$ cat src/rtl/decode_pipe.sv
`default_nettype none
// ============================================================================
// decode_pipe : buffered instruction decode stage with load-use hold and flush
// Optional macro: DECODE_ROTR_SLA_EN (rotr aluop/shamt and sla shamt decode)
// Revision: 1.0
// ============================================================================
module decode_pipe #(
  parameter int XLEN  = 32,
  parameter int DEPTH = 2
) (
  input  logic            clock,
  input  logic            reset,
  input  logic            in_valid,
  output logic            in_ready,
  input  logic [31:0]     in_insn,
  input  logic            flush,
  input  logic            load_pending,
  input  logic [4:0]      load_rd,
  output logic            out_valid,
  input  logic            out_ready,
  output logic [4:0]      out_opcode,
  output logic [4:0]      out_rd,
  output logic [4:0]      out_rs,
  output logic [4:0]      out_rt,
  output logic [4:0]      out_shamt,
  output logic [4:0]      out_aluop,
  output logic [XLEN-1:0] out_imm,
  output logic            hazard_stall
);

  localparam int            PW      = $clog2(DEPTH);
  localparam int            CW      = PW + 1;
  localparam logic [CW-1:0] C_DEPTH = CW'(DEPTH);

  localparam logic [4:0] C_OP_BNE  = 5'b00010;
  localparam logic [4:0] C_OP_JAL  = 5'b00011;
  localparam logic [4:0] C_OP_JR   = 5'b00100;
  localparam logic [4:0] C_OP_ADDI = 5'b00101;
  localparam logic [4:0] C_OP_BLT  = 5'b00110;
  localparam logic [4:0] C_OP_SW   = 5'b00111;
  localparam logic [4:0] C_OP_LW   = 5'b01000;
  localparam logic [4:0] C_OP_SETX = 5'b10101;
  localparam logic [4:0] C_OP_BEX  = 5'b10110;
`ifdef DECODE_ROTR_SLA_EN
  localparam logic [4:0] C_OP_ROTR = 5'b11101;
  localparam logic [4:0] C_ALU_SLA = 5'b01011;
`endif

  typedef struct packed {
    logic [4:0]      opcode;
    logic [4:0]      rd;
    logic [4:0]      rs;
    logic [4:0]      rt;
    logic [4:0]      shamt;
    logic [4:0]      aluop;
    logic [XLEN-1:0] imm;
  } entry_t;

  entry_t          mem_q [DEPTH];
  logic [PW-1:0]   wptr_q, wptr_d;
  logic [PW-1:0]   rptr_q, rptr_d;
  logic [CW-1:0]   count_q, count_d;

  entry_t          dec;
  entry_t          head;
  logic [4:0]      opc;
  logic            is_itype;
  logic            hazard;
  logic            push;
  logic            pop;

  // Combinational decode of the offered word; only captured on push.
  always_comb begin
    dec      = '0;
    opc      = in_insn[31:27];
    is_itype = (opc == C_OP_ADDI) || (opc == C_OP_SW) || (opc == C_OP_LW) ||
               (opc == C_OP_BNE)  || (opc == C_OP_BLT);

    dec.opcode = opc;
    dec.imm    = is_itype ? XLEN'($signed(in_insn[16:0])) : XLEN'(in_insn[26:0]);

    if (opc == C_OP_JAL)       dec.rd = 5'd31;
    else if (opc == C_OP_SETX) dec.rd = 5'd30;
    else                       dec.rd = in_insn[26:22];

    if (opc == C_OP_BEX)                                         dec.rs = 5'd30;
    else if ((opc == C_OP_BNE) || (opc == C_OP_BLT) || (opc == C_OP_JR)) dec.rs = in_insn[26:22];
    else                                                         dec.rs = in_insn[21:17];

    if (opc == C_OP_SW)                                          dec.rt = in_insn[26:22];
    else if (opc == C_OP_BEX)                                    dec.rt = 5'd0;
    else if ((opc == C_OP_LW) || (opc == C_OP_BNE) || (opc == C_OP_BLT)) dec.rt = in_insn[21:17];
    else                                                         dec.rt = in_insn[16:12];

    if ((opc == C_OP_BLT) || (opc == C_OP_BNE) || (opc == C_OP_BEX)) dec.aluop = 5'b00001;
    else if (is_itype)                                           dec.aluop = 5'b00000;
    else                                                         dec.aluop = in_insn[6:2];

    dec.shamt = in_insn[11:7];
`ifdef DECODE_ROTR_SLA_EN
    if (opc == C_OP_ROTR) begin
      dec.aluop = 5'b01001;
      dec.shamt = in_insn[4:0];
    end
    // Shift-left-arithmetic takes its amount from the rt register field.
    if (dec.aluop == C_ALU_SLA) dec.shamt = dec.rt;
`endif
  end

  assign head   = mem_q[rptr_q];
  assign hazard = load_pending && (load_rd != 5'd0) && (count_q != '0) &&
                  ((head.rs == load_rd) || (head.rt == load_rd));

  assign in_ready     = (count_q < C_DEPTH) && !flush;
  assign out_valid    = (count_q != '0) && !hazard;
  assign hazard_stall = hazard;
  assign push         = in_valid && in_ready;
  assign pop          = out_valid && out_ready && !flush;

  assign out_opcode = head.opcode;
  assign out_rd     = head.rd;
  assign out_rs     = head.rs;
  assign out_rt     = head.rt;
  assign out_shamt  = head.shamt;
  assign out_aluop  = head.aluop;
  assign out_imm    = head.imm;

  always_comb begin
    count_d = count_q;
    wptr_d  = wptr_q;
    rptr_d  = rptr_q;
    if (flush) begin
      count_d = '0;
      wptr_d  = '0;
      rptr_d  = '0;
    end else begin
      if (push) wptr_d = wptr_q + PW'(1);
      if (pop)  rptr_d = rptr_q + PW'(1);
      case ({push, pop})
        2'b10:   count_d = count_q + CW'(1);
        2'b01:   count_d = count_q - CW'(1);
        default: count_d = count_q;
      endcase
    end
  end

  always_ff @(posedge clock) begin
    if (reset) begin
      count_q <= '0;
      wptr_q  <= '0;
      rptr_q  <= '0;
    end else begin
      count_q <= count_d;
      wptr_q  <= wptr_d;
      rptr_q  <= rptr_d;
    end
  end

  always_ff @(posedge clock) begin
    if (reset) begin
      for (int i = 0; i < DEPTH; i++) mem_q[i] <= '0;
    end else if (push) begin
      mem_q[wptr_q] <= dec;
    end
  end

endmodule
`default_nettype wire

$ cat config.mk
export PLATFORM = sky130hd
export DESIGN_NAME = decode_pipe
export DESIGN_NICKNAME = d
export VERILOG_FILES = /design/src/rtl/decode_pipe.sv
export SDC_FILE = /design/constraint.sdc
export NUM_CORES = 1
export LEC_CHECK = 0
export ABC_AREA = 1
export ABC_CLOCK_PERIOD_IN_PS = 3800
export CORE_ASPECT_RATIO = 0.5
export CORE_UTILIZATION = 56
export CTS_CLUSTER_SIZE = 12
export DETAILED_ROUTE_END_ITERATION = 12
export DONT_BUFFER_PORTS = 1
export GPL_TIMING_DRIVEN = 0
export PLACE_DENSITY = 0.7
export SLEW_MARGIN = 15
export SYNTH_ARGS = -nofsm -noshare
export SYNTH_HDL_FRONTEND = slang
export SYNTH_SLANG_ARGS = --single-unit
$ cat constraint.sdc
create_clock -name clock -period 3.8 [get_ports clock]
set_input_delay 0.38 -clock clock [delete_from_list [all_inputs] [get_ports clock]]
set_output_delay 0.38 -clock clock [all_outputs]
set_load 0.03 [all_outputs]
==> flow_metrics.env, run 1 <==
export IMPL_outcome="finished, final reports clean"
export IMPL_arrival_ns=2.67
export IMPL_ys_warnings=0
export IMPL_final_core_utilization_pct=64.7
export IMPL_clock_skew_final_ns=0.00309
export IMPL_post_place_cell_area_um2=5580
export IMPL_clock_root_buffer="sky130_fd_sc_hd__clkbuf_16"
export IMPL_largest_cells_by_area_after_synthesis="sky130_fd_sc_hd__edfxtp_1 59%, sky130_fd_sc_hd__nand2_1 13%, sky130_fd_sc_hd__nor2_1 7.8%, sky130_fd_sc_hd__inv_1 4.7%, sky130_fd_sc_hd__dfxtp_1 1.9%"
export IMPL_resized_cells_post_cts=0
export IMPL_gp_congestion=0.861
export IMPL_antenna_violating_nets_post_route=0
export IMPL_synth_area_um2=5400
export IMPL_placedCellCount=740
export IMPL_place_port_buffers=0
export IMPL_max_freq_mhz=372
export IMPL_core_rowCount=24
export IMPL_detailed_placement_wirelength_estimate_mm=8.76
export IMPL_timing_critical_path_to_type="flip-flop"
export IMPL_n_antenna_cell=0
export IMPL_power_density_nw_per_um2=443
export IMPL_tritoncts_clock_tree="yes"
export IMPL_numCtsBuffers=9
export IMPL_hold_path_class="input port to flip-flop"
export IMPL_fin_ws_ns=1.11
export IMPL_antenna_violations_before_repair=0
export IMPL_detail_route_first_pass_iterations=5
export IMPL_period_share_pct=70.8
export IMPL_postSynth_topFlopCell="sky130_fd_sc_hd__edfxtp_1"
export IMPL_routed_wirelength_mm=12.4
export IMPL_viasPerCell=5.29
export IMPL_worst_setup_path_type="flip-flop to flip-flop"
export IMPL_count_of_h_tree_levels_built_during_cts=3
export IMPL_yosys_area_top_type_share_pct=58.9
export IMPL_drive_above_1_share_pct=7.99
export IMPL_worstPathRequired_ns=3.78
export IMPL_postSynthNetCount=654
export IMPL_layout_cell_area_non_filler_um2=5850
export IMPL_post_synth_top_count_cell="sky130_fd_sc_hd__nand2_1"
export IMPL_core_region_area_um2=9040
export IMPL_yosysSeqAreaShare_pct=60.8
export IMPL_finalSetupViolCount=0
export IMPL_cp_max_fo=53
export IMPL_power_static_leakage_nw=2.64
export IMPL_ys_ff_latch=111
export IMPL_timing_max_transition_violations_final=0
export IMPL_cp_start_kind="flip-flop"
export IMPL_post_synth_inst_count=610
export IMPL_max_cap_violations=0
export IMPL_design_die_area_um2=10100
export IMPL_die_h_um=71.5
export IMPL_grt_pass1_wl_mm=19.3
export IMPL_grt_start_max_net_pins=54
export IMPL_unrepaired_setup_endpoints_after_global_routing="no"
export IMPL_synth_edff_count=106
export IMPL_grt_pass1_vias=3807
export IMPL_synth_cell_types=29
export IMPL_grt_overflow=0
export IMPL_final_nets=665
export IMPL_pin_count=108
export IMPL_syn2layout_area_growth_pct=8.22
export IMPL_number_of_buffers_added_for_setup_after_cts=0
export IMPL_chipWidth_um=141
export IMPL_worst_setup_hold_path_clk_slew_ns=0.07
export IMPL_post_synth_top_area_cell="sky130_fd_sc_hd__edfxtp_1"
export IMPL_detail_route_iter0_violations=344
export IMPL_post_synth_cell_area_avg_um2=8.86
export IMPL_drt_wirelength_per_cell_um=16.4
export IMPL_dp_worst_setup_slack_ns=1.07
export IMPL_initial_core_utilization_pct=59.8
export IMPL_clk_latency_ns=0.35
export IMPL_clk_path_buf_depth=2
export IMPL_vias=4002
export IMPL_ys_top_cells_by_count="189 x sky130_fd_sc_hd__nand2_1, 113 x sky130_fd_sc_hd__nor2_1, 106 x sky130_fd_sc_hd__edfxtp_1, 68 x sky130_fd_sc_hd__inv_1"
export IMPL_fill_cells=775
export IMPL_timing_slew_headroom_pct=47.7
export IMPL_cell_count_final_fillers_out=756
export IMPL_post_route_min_period_ns=2.69
export IMPL_finalSetupTns_ns=0
export IMPL_vdd_drop_max_mv=0.311
export IMPL_cts_hold_buffers_added=0
export IMPL_timing_worst_slew_pin_value_ns=0.784
export IMPL_clock_sinks=111
export IMPL_detailed_route_drc_error_count=0
export IMPL_final_hold_viol_count=0
export IMPL_asyncSetResetFlopFracSynth_pct=0
export IMPL_track_usage_pct=26.2
==> metrics by stage <==
stage / hold slack [ns] / total power [mW]
final: 0.204 / 2.59
after detailed placement: 0.471 / 1.76
after floorplan: 0.447 / 1.70
after CTS: 0.201 / 2.59
after global placement: 0.460 / 1.75
after global routing: 0.204 / 2.67
==> power by group <==
| group | total [mW] | leakage (nW) | internal, mW | switching [mW] |
|---|---|---|---|---|
| Combinational | 0.308 | 1.37 | 0.0604 | 0.248 |
| Clock | 0.860 | 0.128 | 0.442 | 0.418 |
| Sequential | 1.42 | 1.14 | 1.40 | 0.0166 |
| Total | 2.59 | 2.64 | 1.91 | 0.683 |
==> area by class of cell <==
class | instances | area, um2 | share of cell area, %
tap | 130 | 163 | 2.78
inverter | 74 | 280 | 4.79
multi-input combinational | 391 | 1670 | 28.5
clock buffer | 10 | 229 | 3.92
sequential | 111 | 3280 | 56.1
buffer | 34 | 190 | 3.25
clock inverter | 6 | 37.5 | 0.642
==> sequential cells by signal, indices dropped and copies added (netlist names), named ones only <==
signal / flops
wptr_q: 1
mem_q: 106
count_q: 2
rptr_q: 1
==> critical path, stage by stage, from the launching register on <==
cell and delay (ns):
sky130_fd_sc_hd__dfxtp_1 0.32, sky130_fd_sc_hd__nor2_2 0.38, sky130_fd_sc_hd__nand4_1 0.52, sky130_fd_sc_hd__clkbuf_1 0.41, sky130_fd_sc_hd__nand2_4 0.62
==> per-layer routing <==
layer	GRT usage, %	part of all wire (%)
met1	35.4	44
met2	40.7	43
met3	9.89	13
met4	6.28	0.93
met5	0	0
==> worst paths after layout <==
| kind | startpoint | to | slack (ns) | depth (start not counted) |
|---|---|---|---|---|
| max | count_q[1] | mem_q[0][16] | 1.11 | 4 |
| min | in_valid | wptr_q | 0.20 | 2 |
| max reg2reg | count_q[1] | mem_q[0][16] | 1.11 | 4 |
| min reg2reg | wptr_q | wptr_q | 0.48 | 2 |
==> cell families (layout without fill, tap and decap cells) <==
| family | Yosys count | count (layout) | share of synthesized area [%] |
|---|---|---|---|
| adders and majority gates | 1 | 1 | 0.231 |
| buffers and inverters | 108 | 124 | 8.71 |
| AOI/OAI and AO/OA | 42 | 42 | 4.07 |
| xor gates and xnor gates | 1 | 1 | 0.162 |
| and+or+nand+nor | 347 | 347 | 26.1 |
| DFF | 111 | 111 | 60.8 |
==> layout by cell type, fill, tap and decap left out <==
cell type and count:
sky130_fd_sc_hd__buf_2 5, sky130_fd_sc_hd__nand3_1 16, sky130_fd_sc_hd__o22ai_1 1, sky130_fd_sc_hd__nand4_1 4, sky130_fd_sc_hd__clkbuf_1 18, sky130_fd_sc_hd__ha_1 1, sky130_fd_sc_hd__a21oi_1 12, sky130_fd_sc_hd__buf_6 3
sky130_fd_sc_hd__edfxtp_1 106, sky130_fd_sc_hd__nor2_1 113, sky130_fd_sc_hd__nand2_4 4, sky130_fd_sc_hd__o21ai_0 17, sky130_fd_sc_hd__inv_1 68, sky130_fd_sc_hd__nand2_1 187, sky130_fd_sc_hd__o211ai_1 2, sky130_fd_sc_hd__inv_4 1
sky130_fd_sc_hd__nand2_2 5, sky130_fd_sc_hd__nor4_2 1, sky130_fd_sc_hd__clkinv_1 2, sky130_fd_sc_hd__nand3_2 1, sky130_fd_sc_hd__clkinv_4 2, sky130_fd_sc_hd__xor2_1 1, sky130_fd_sc_hd__o21ai_1 9, sky130_fd_sc_hd__dfxtp_1 5
sky130_fd_sc_hd__clkbuf_16 9, sky130_fd_sc_hd__inv_2 5, sky130_fd_sc_hd__nor4_1 8, sky130_fd_sc_hd__clkinv_2 1, sky130_fd_sc_hd__and2_1 1, sky130_fd_sc_hd__nor2_2 2, sky130_fd_sc_hd__a31o_2 1, sky130_fd_sc_hd__nor3_1 5
sky130_fd_sc_hd__clkinvlp_4 1, sky130_fd_sc_hd__buf_4 9
Note: power is estimated with default switching activity, not from simulation.
==> run 2: changes to the inputs <==
--- a/config.mk
+++ b/config.mk
@@ -6,7 +6,7 @@
 export NUM_CORES = 1
 export LEC_CHECK = 0
 export ABC_AREA = 1
-export ABC_CLOCK_PERIOD_IN_PS = 3800
+export ABC_CLOCK_PERIOD_IN_PS = 2800
 export CORE_ASPECT_RATIO = 0.5
 export CORE_UTILIZATION = 56
 export CTS_CLUSTER_SIZE = 12
==> constraint.sdc (replaced) <==
create_clock -name clock -period 2.8 [get_ports clock]
set_input_delay 0.28 -clock clock [delete_from_list [all_inputs] [get_ports clock]]
set_output_delay 0.28 -clock clock [all_outputs]
set_load 0.03 [all_outputs]
==> flow_metrics.env, run 2 (same netlist as run 1, synthesis figures left out) <==
export IMPL_outcome="finished, final reports clean"
export IMPL_n_antenna_cell=0
export IMPL_final_hold_viol_count=0
export IMPL_detail_route_iter0_violations=358
export IMPL_largest_reg_flops=106
export IMPL_final_common_cell="sky130_fd_sc_hd__nand2_1"
export IMPL_grt_overflow=0
export IMPL_dp_worst_setup_slack_ns=0.118
export IMPL_clk_path_buf_depth=2
export IMPL_cp_cell_sequence="nor2_2 -> nand4_1 -> clkbuf_1 -> nand2_8"
export IMPL_clock_skew_final_ns=0.00403
export IMPL_r2r_cells=4
export IMPL_power_static_leakage_nw=2.64
export IMPL_timing_endpoint_of_the_critical_path="mem_q[0][31]"
export IMPL_syn2layout_area_growth_pct=8.38
export IMPL_power_switching_mw=0.926
export IMPL_detailed_route_drc_error_count=0
export IMPL_place_port_buffers=0
export IMPL_max_cap_violations=0
export IMPL_timing_critical_path_from="count_q[1]"
export IMPL_worstPathRequired_ns=2.79
export IMPL_worst_r2r_startpoint="count_q[1]"
export IMPL_period_share_pct=89.7
export IMPL_finalPower_mw=3.51
export IMPL_p_comb_share_pct=12.0
export IMPL_initial_core_utilization_pct=59.8
export IMPL_clock_sinks=111
export IMPL_worst_setup_path_type="flip-flop to flip-flop"
export IMPL_grt_start_max_net_pins=54
export IMPL_antenna_violating_nets_post_route=0
export IMPL_seqPwrFrac_pct=54.9
export IMPL_die_h_um=71.5
export IMPL_numCtsBuffers=9
export IMPL_vias=4019
export IMPL_clk_latency_ns=0.35
export IMPL_routed_wirelength_mm=12.4
export IMPL_tritoncts_clock_tree="yes"
export IMPL_pin_count=108
export IMPL_cp_top_family="simple AND/OR/NAND/NOR gates"
export IMPL_sw_frac_of_total_pct=26.4
export IMPL_max_freq_mhz=398
export IMPL_finalSetupTns_ns=0
export IMPL_chipWidth_um=141
export IMPL_count_of_h_tree_levels_built_during_cts=3
export IMPL_internal_power_mw=2.59
export IMPL_detail_route_first_pass_iterations=5
export IMPL_number_of_buffers_added_for_setup_after_cts=0
export IMPL_detailed_placement_wirelength_estimate_mm=8.76
export IMPL_design_die_area_um2=10100
export IMPL_gp_congestion=0.861
export IMPL_unrepaired_setup_endpoints_after_global_routing="no"
export IMPL_fin_ws_ns=0.288
export IMPL_core_rowCount=24
export IMPL_timing_critical_path_to_type="flip-flop"
export IMPL_multi_input_comb_area_um2=1670
export IMPL_antenna_violations_before_repair=0
export IMPL_standard_cell_with_the_maximum_stage_delay_on_the_critical_path="sky130_fd_sc_hd__nand4_1"
export IMPL_viasPerCell=5.32
export IMPL_most_common_layout_cells="187 x sky130_fd_sc_hd__nand2_1, 113 x sky130_fd_sc_hd__nor2_1, 106 x sky130_fd_sc_hd__edfxtp_1"
export IMPL_largest_stage_delay_on_the_critical_path_ns=0.54
export IMPL_clock_root_buffer="sky130_fd_sc_hd__clkbuf_16"
export IMPL_timing_max_transition_violations_final=0
export IMPL_worst_setup_hold_path_clk_slew_ns=0.07
export IMPL_drive_above_1_share_pct=7.99
export IMPL_cp_depth=4
export IMPL_vdd_drop_max_mv=0.420
export IMPL_path_buf_inv=1
export IMPL_grt_pass1_wl_mm=19.3
export IMPL_hold_path_class="input port to flip-flop"
export IMPL_r2r_slack_ns=0.29
export IMPL_timing_slew_headroom_pct=48.4
export IMPL_layout_top_registers="mem_q x106, count_q x2"
export IMPL_core_region_area_um2=9040
export IMPL_cp_max_fo=53
export IMPL_sequential_cell_area_um2=3280
export IMPL_power_density_nw_per_um2=600
export IMPL_fill_cells=775
export IMPL_timing_worst_slew_pin_value_ns=0.775
export IMPL_critical_path_reg2reg_endpoint="mem_q[0][31]"
export IMPL_post_route_min_period_ns=2.51
export IMPL_track_usage_pct=26.2
export IMPL_finalSetupViolCount=0
export IMPL_final_nets=665
export IMPL_drt_wirelength_per_cell_um=16.4
export IMPL_largest_register="mem_q"
export IMPL_pwr_share_clk_pct=33.2
export IMPL_grt_pass1_vias=3807
export IMPL_cp_start_kind="flip-flop"
export IMPL_arrival_ns=2.51
==> run 2: area by class of cell <==
class / count / area share [%]
clock buffers: 10 / 3.91
plain buffers: 34 / 3.25
clock inverters: 6 / 0.641
well taps: 130 / 2.78
multi-input cells: 391 / 28.6
flip-flops and latches: 111 / 56.1
inverters: 74 / 4.79
==> run 2: metrics by stage <==
stage	hold WS, ns	util (%)	instance area [um2]	instances
after floorplan	0.446	-	5400	610
after global placement	0.460	61.6	5570	740
after detailed placement	0.466	61.8	5580	740
after CTS	0.101	64.7	5850	756
after global routing	0.104	64.8	5860	756
final	0.107	64.8	5860	756
==> run 2: what timing repair did <==
item                                    4_1_cts  5_1_grt
endpoints found under the setup margin        0       42
hold buffers                                  0        0
hold endpoints to repair                      0        0
resized for setup                             0        1
==> run 2: how the worst min path moves through the flow <==
stage | start | endpoint | cells past startpoint
floorplan | in_valid | wptr_q | 2
global placement | wptr_q | wptr_q | 2
detailed placement | in_valid | wptr_q | 2
CTS | in_valid | wptr_q | 2
global route | in_valid | wptr_q | 2
finish | in_valid | wptr_q | 2
==> run 2: power groups by stage <==
stage,combinational [mW],clock [mW],sequential (mW)
2_1_floorplan,0.343,0,1.96
6_report,0.421,1.17,1.93
3_5_place_dp,0.417,0,1.97
3_3_place_gp,0.410,0,1.97
5_1_grt,0.460,1.23,1.93
4_1_cts,0.419,1.17,1.93
==> run 2: per-layer routing <==
metal	wire length, um	GRT usage, %	up-vias	part of all wire, %
met5	0	0	-	0
met2	5340	40.7	178	43
met4	123	6.28	0	0.99
met1	5470	35.4	1866	44
met3	1480	9.89	14	12
li1	-	-	1961	-
==> run 3: changes to the inputs <==
--- a/config.mk
+++ b/config.mk
@@ -8,12 +8,11 @@
 export ABC_AREA = 1
 export ABC_CLOCK_PERIOD_IN_PS = 2800
 export CORE_ASPECT_RATIO = 0.5
-export CORE_UTILIZATION = 56
+export CORE_UTILIZATION = 52
 export CTS_CLUSTER_SIZE = 12
 export DETAILED_ROUTE_END_ITERATION = 12
-export DONT_BUFFER_PORTS = 1
 export GPL_TIMING_DRIVEN = 0
-export PLACE_DENSITY = 0.7
+export PLACE_DENSITY = 0.79
 export SLEW_MARGIN = 15
 export SYNTH_ARGS = -nofsm -noshare
 export SYNTH_HDL_FRONTEND = slang
==> flow_metrics.env, run 3 (same netlist as run 1, synthesis figures left out) <==
export IMPL_hold_path_class="flip-flop to flip-flop"
export IMPL_die_h_um=74.1
export IMPL_clock_sinks=111
export IMPL_multi_input_comb_area_um2=1670
export IMPL_finalPower_mw=3.70
export IMPL_worstPathRequired_ns=2.52
export IMPL_detailed_route_drc_error_count=0
export IMPL_core_region_area_um2=9760
export IMPL_detail_route_iter0_violations=351
export IMPL_largest_register="mem_q"
export IMPL_post_route_min_period_ns=2.65
export IMPL_initial_core_utilization_pct=55.4
export IMPL_arrival_ns=2.37
export IMPL_vdd_drop_max_mv=0.312
export IMPL_timing_worst_slew_pin_value_ns=0.784
export IMPL_grt_overflow=0
export IMPL_final_common_cell="sky130_fd_sc_hd__nand2_1"
export IMPL_design_die_area_um2=10800
export IMPL_tritoncts_clock_tree="yes"
export IMPL_routed_wirelength_mm=13.2
export IMPL_post_place_cell_area_um2=6660
export IMPL_most_common_layout_cells="187 x sky130_fd_sc_hd__nand2_1, 113 x sky130_fd_sc_hd__nor2_1, 106 x sky130_fd_sc_hd__edfxtp_1"
export IMPL_standard_cell_with_the_maximum_stage_delay_on_the_critical_path="sky130_fd_sc_hd__clkdlybuf4s50_1"
export IMPL_pin_count=108
export IMPL_grt_pass1_wl_mm=20.3
export IMPL_clock_skew_final_ns=0.00470
export IMPL_power_static_leakage_nw=3.09
export IMPL_antenna_violating_nets_post_route=0
export IMPL_path_buf_inv=5
export IMPL_cp_max_fo=10
export IMPL_sequential_cell_area_um2=3280
export IMPL_clock_root_buffer="sky130_fd_sc_hd__clkbuf_16"
export IMPL_worst_setup_hold_path_clk_slew_ns=0.07
export IMPL_max_freq_mhz=377
export IMPL_largest_reg_flops=106
export IMPL_worst_setup_path_type="flip-flop to output port"
export IMPL_detailed_placement_wirelength_estimate_mm=9.38
export IMPL_layout_cell_area_non_filler_um2=6930
export IMPL_unrepaired_setup_endpoints_after_global_routing="no"
export IMPL_grt_start_max_net_pins=54
export IMPL_finalSetupViolCount=0
export IMPL_power_density_nw_per_um2=535
export IMPL_vias=4409
export IMPL_antenna_violations_before_repair=0
export IMPL_cell_count_final_fillers_out=866
export IMPL_place_port_buffers=107
export IMPL_largest_stage_delay_on_the_critical_path_ns=0.67
export IMPL_clk_path_buf_depth=2
export IMPL_grt_pass1_vias=4062
export IMPL_cp_start_kind="flip-flop"
export IMPL_max_cap_violations=0
export IMPL_timing_slew_headroom_pct=47.8
export IMPL_syn2layout_area_growth_pct=28.2
export IMPL_numCtsBuffers=9
export IMPL_timing_critical_path_to_type="output port"
export IMPL_final_hold_viol_count=0
export IMPL_cts_hold_buffers_added=0
export IMPL_drt_wirelength_per_cell_um=15.2
export IMPL_finalSetupTns_ns=0
export IMPL_track_usage_pct=24.9
export IMPL_clk_latency_ns=0.34
export IMPL_cp_top_family="buffers and inverters"
export IMPL_placedCellCount=852
export IMPL_cp_cell_sequence="buf_6 -> buf_6 -> clkbuf_1 -> nand2_1 -> nand2_1 -> buf_4 -> clkdlybuf4s50_1"
export IMPL_viasPerCell=5.09
export IMPL_core_rowCount=25
export IMPL_drive_above_1_share_pct=7.39
export IMPL_n_antenna_cell=0
export IMPL_final_nets=771
export IMPL_detail_route_first_pass_iterations=5
export IMPL_chipWidth_um=146
export IMPL_gp_congestion=0.882
export IMPL_timing_max_transition_violations_final=0
export IMPL_outcome="finished, final reports clean"
export IMPL_layout_top_registers="mem_q x106, count_q x2"
export IMPL_fill_cells=764
export IMPL_period_share_pct=94.8
export IMPL_count_of_h_tree_levels_built_during_cts=3
run 3: cell count changes in the layout (fill, tap and decap cells not counted):
| cell | delta |
|---|---|
| sky130_fd_sc_hd__clkdlybuf4s50_1 | +105 |
| sky130_fd_sc_hd__nand2_4 | +1 |
| sky130_fd_sc_hd__inv_6 | +1 |
| sky130_fd_sc_hd__dlymetal6s2s_1 | +2 |
| sky130_fd_sc_hd__nand2_8 | -1 |
| sky130_fd_sc_hd__clkbuf_2 | +4 |
| sky130_fd_sc_hd__clkbuf_1 | -7 |
| sky130_fd_sc_hd__buf_1 | +1 |
| sky130_fd_sc_hd__clkinv_4 | -1 |
run 3: layer usage:
metal	vias up	global-route usage (%)	share of wire [%]
met2	185	39.3	45
met3	15	6.99	10
met5	-	0	0
met4	0	7.18	0.99
met1	2031	34.4	43
li1	2178	-	-
run 3: final timing paths:
path | cells past startpoint | slack [ns] | endpoint | from
max reg2reg | 4 | 0.41 | mem_q[0][48] | count_q[1]
min reg2reg | 2 | 0.47 | wptr_q | wptr_q
min | 2 | 0.47 | wptr_q | wptr_q
max | 7 | 0.15 | out_shamt[2] | flip-flop
run 3: power breakdown:
part	leakage [nW]	internal, mW	switching [mW]
registers	1.14	1.91	0.0225
logic	1.82	0.235	0.377
clock network	0.127	0.596	0.569
run 3: cell type report:
| cell class | count | area share, % |
|---|---|---|
| plain buffers | 33 | 2.76 |
| clock buffers | 9 | 3.25 |
| clock inverters | 6 | 0.542 |
| inverters | 74 | 4.05 |
| multi-input cells | 391 | 24.0 |
| flip-flops and latches | 111 | 47.4 |
| well taps | 135 | 2.44 |
| repair buffers | 107 | 15.5 |
run 3: what timing repair did:
action | 4_1_cts | 5_1_grt
setup endpoints to repair | 4 | 20
setup buffers | 0 | 0
gates resized for setup | 0 | 11
run 3: tightest hold or removal path, cell delays in order, from the launching register on:
cell and delay [ns]:
sky130_fd_sc_hd__dfxtp_1 0.30, sky130_fd_sc_hd__inv_1 0.07, sky130_fd_sc_hd__a21oi_1 0.06
run 3: per-stage QoR:
step / util, % / hold WS [ns] / worst slack, ns
floorplan: - / 0.446 / 0.0273
global placement: 68.1 / 0.458 / -1.21
detailed placement: 68.2 / 0.466 / -0.0406
CTS: 70.9 / 0.477 / 0.00492
global route: 71.0 / 0.504 / 0.0165
finish: 71.0 / 0.473 / 0.147
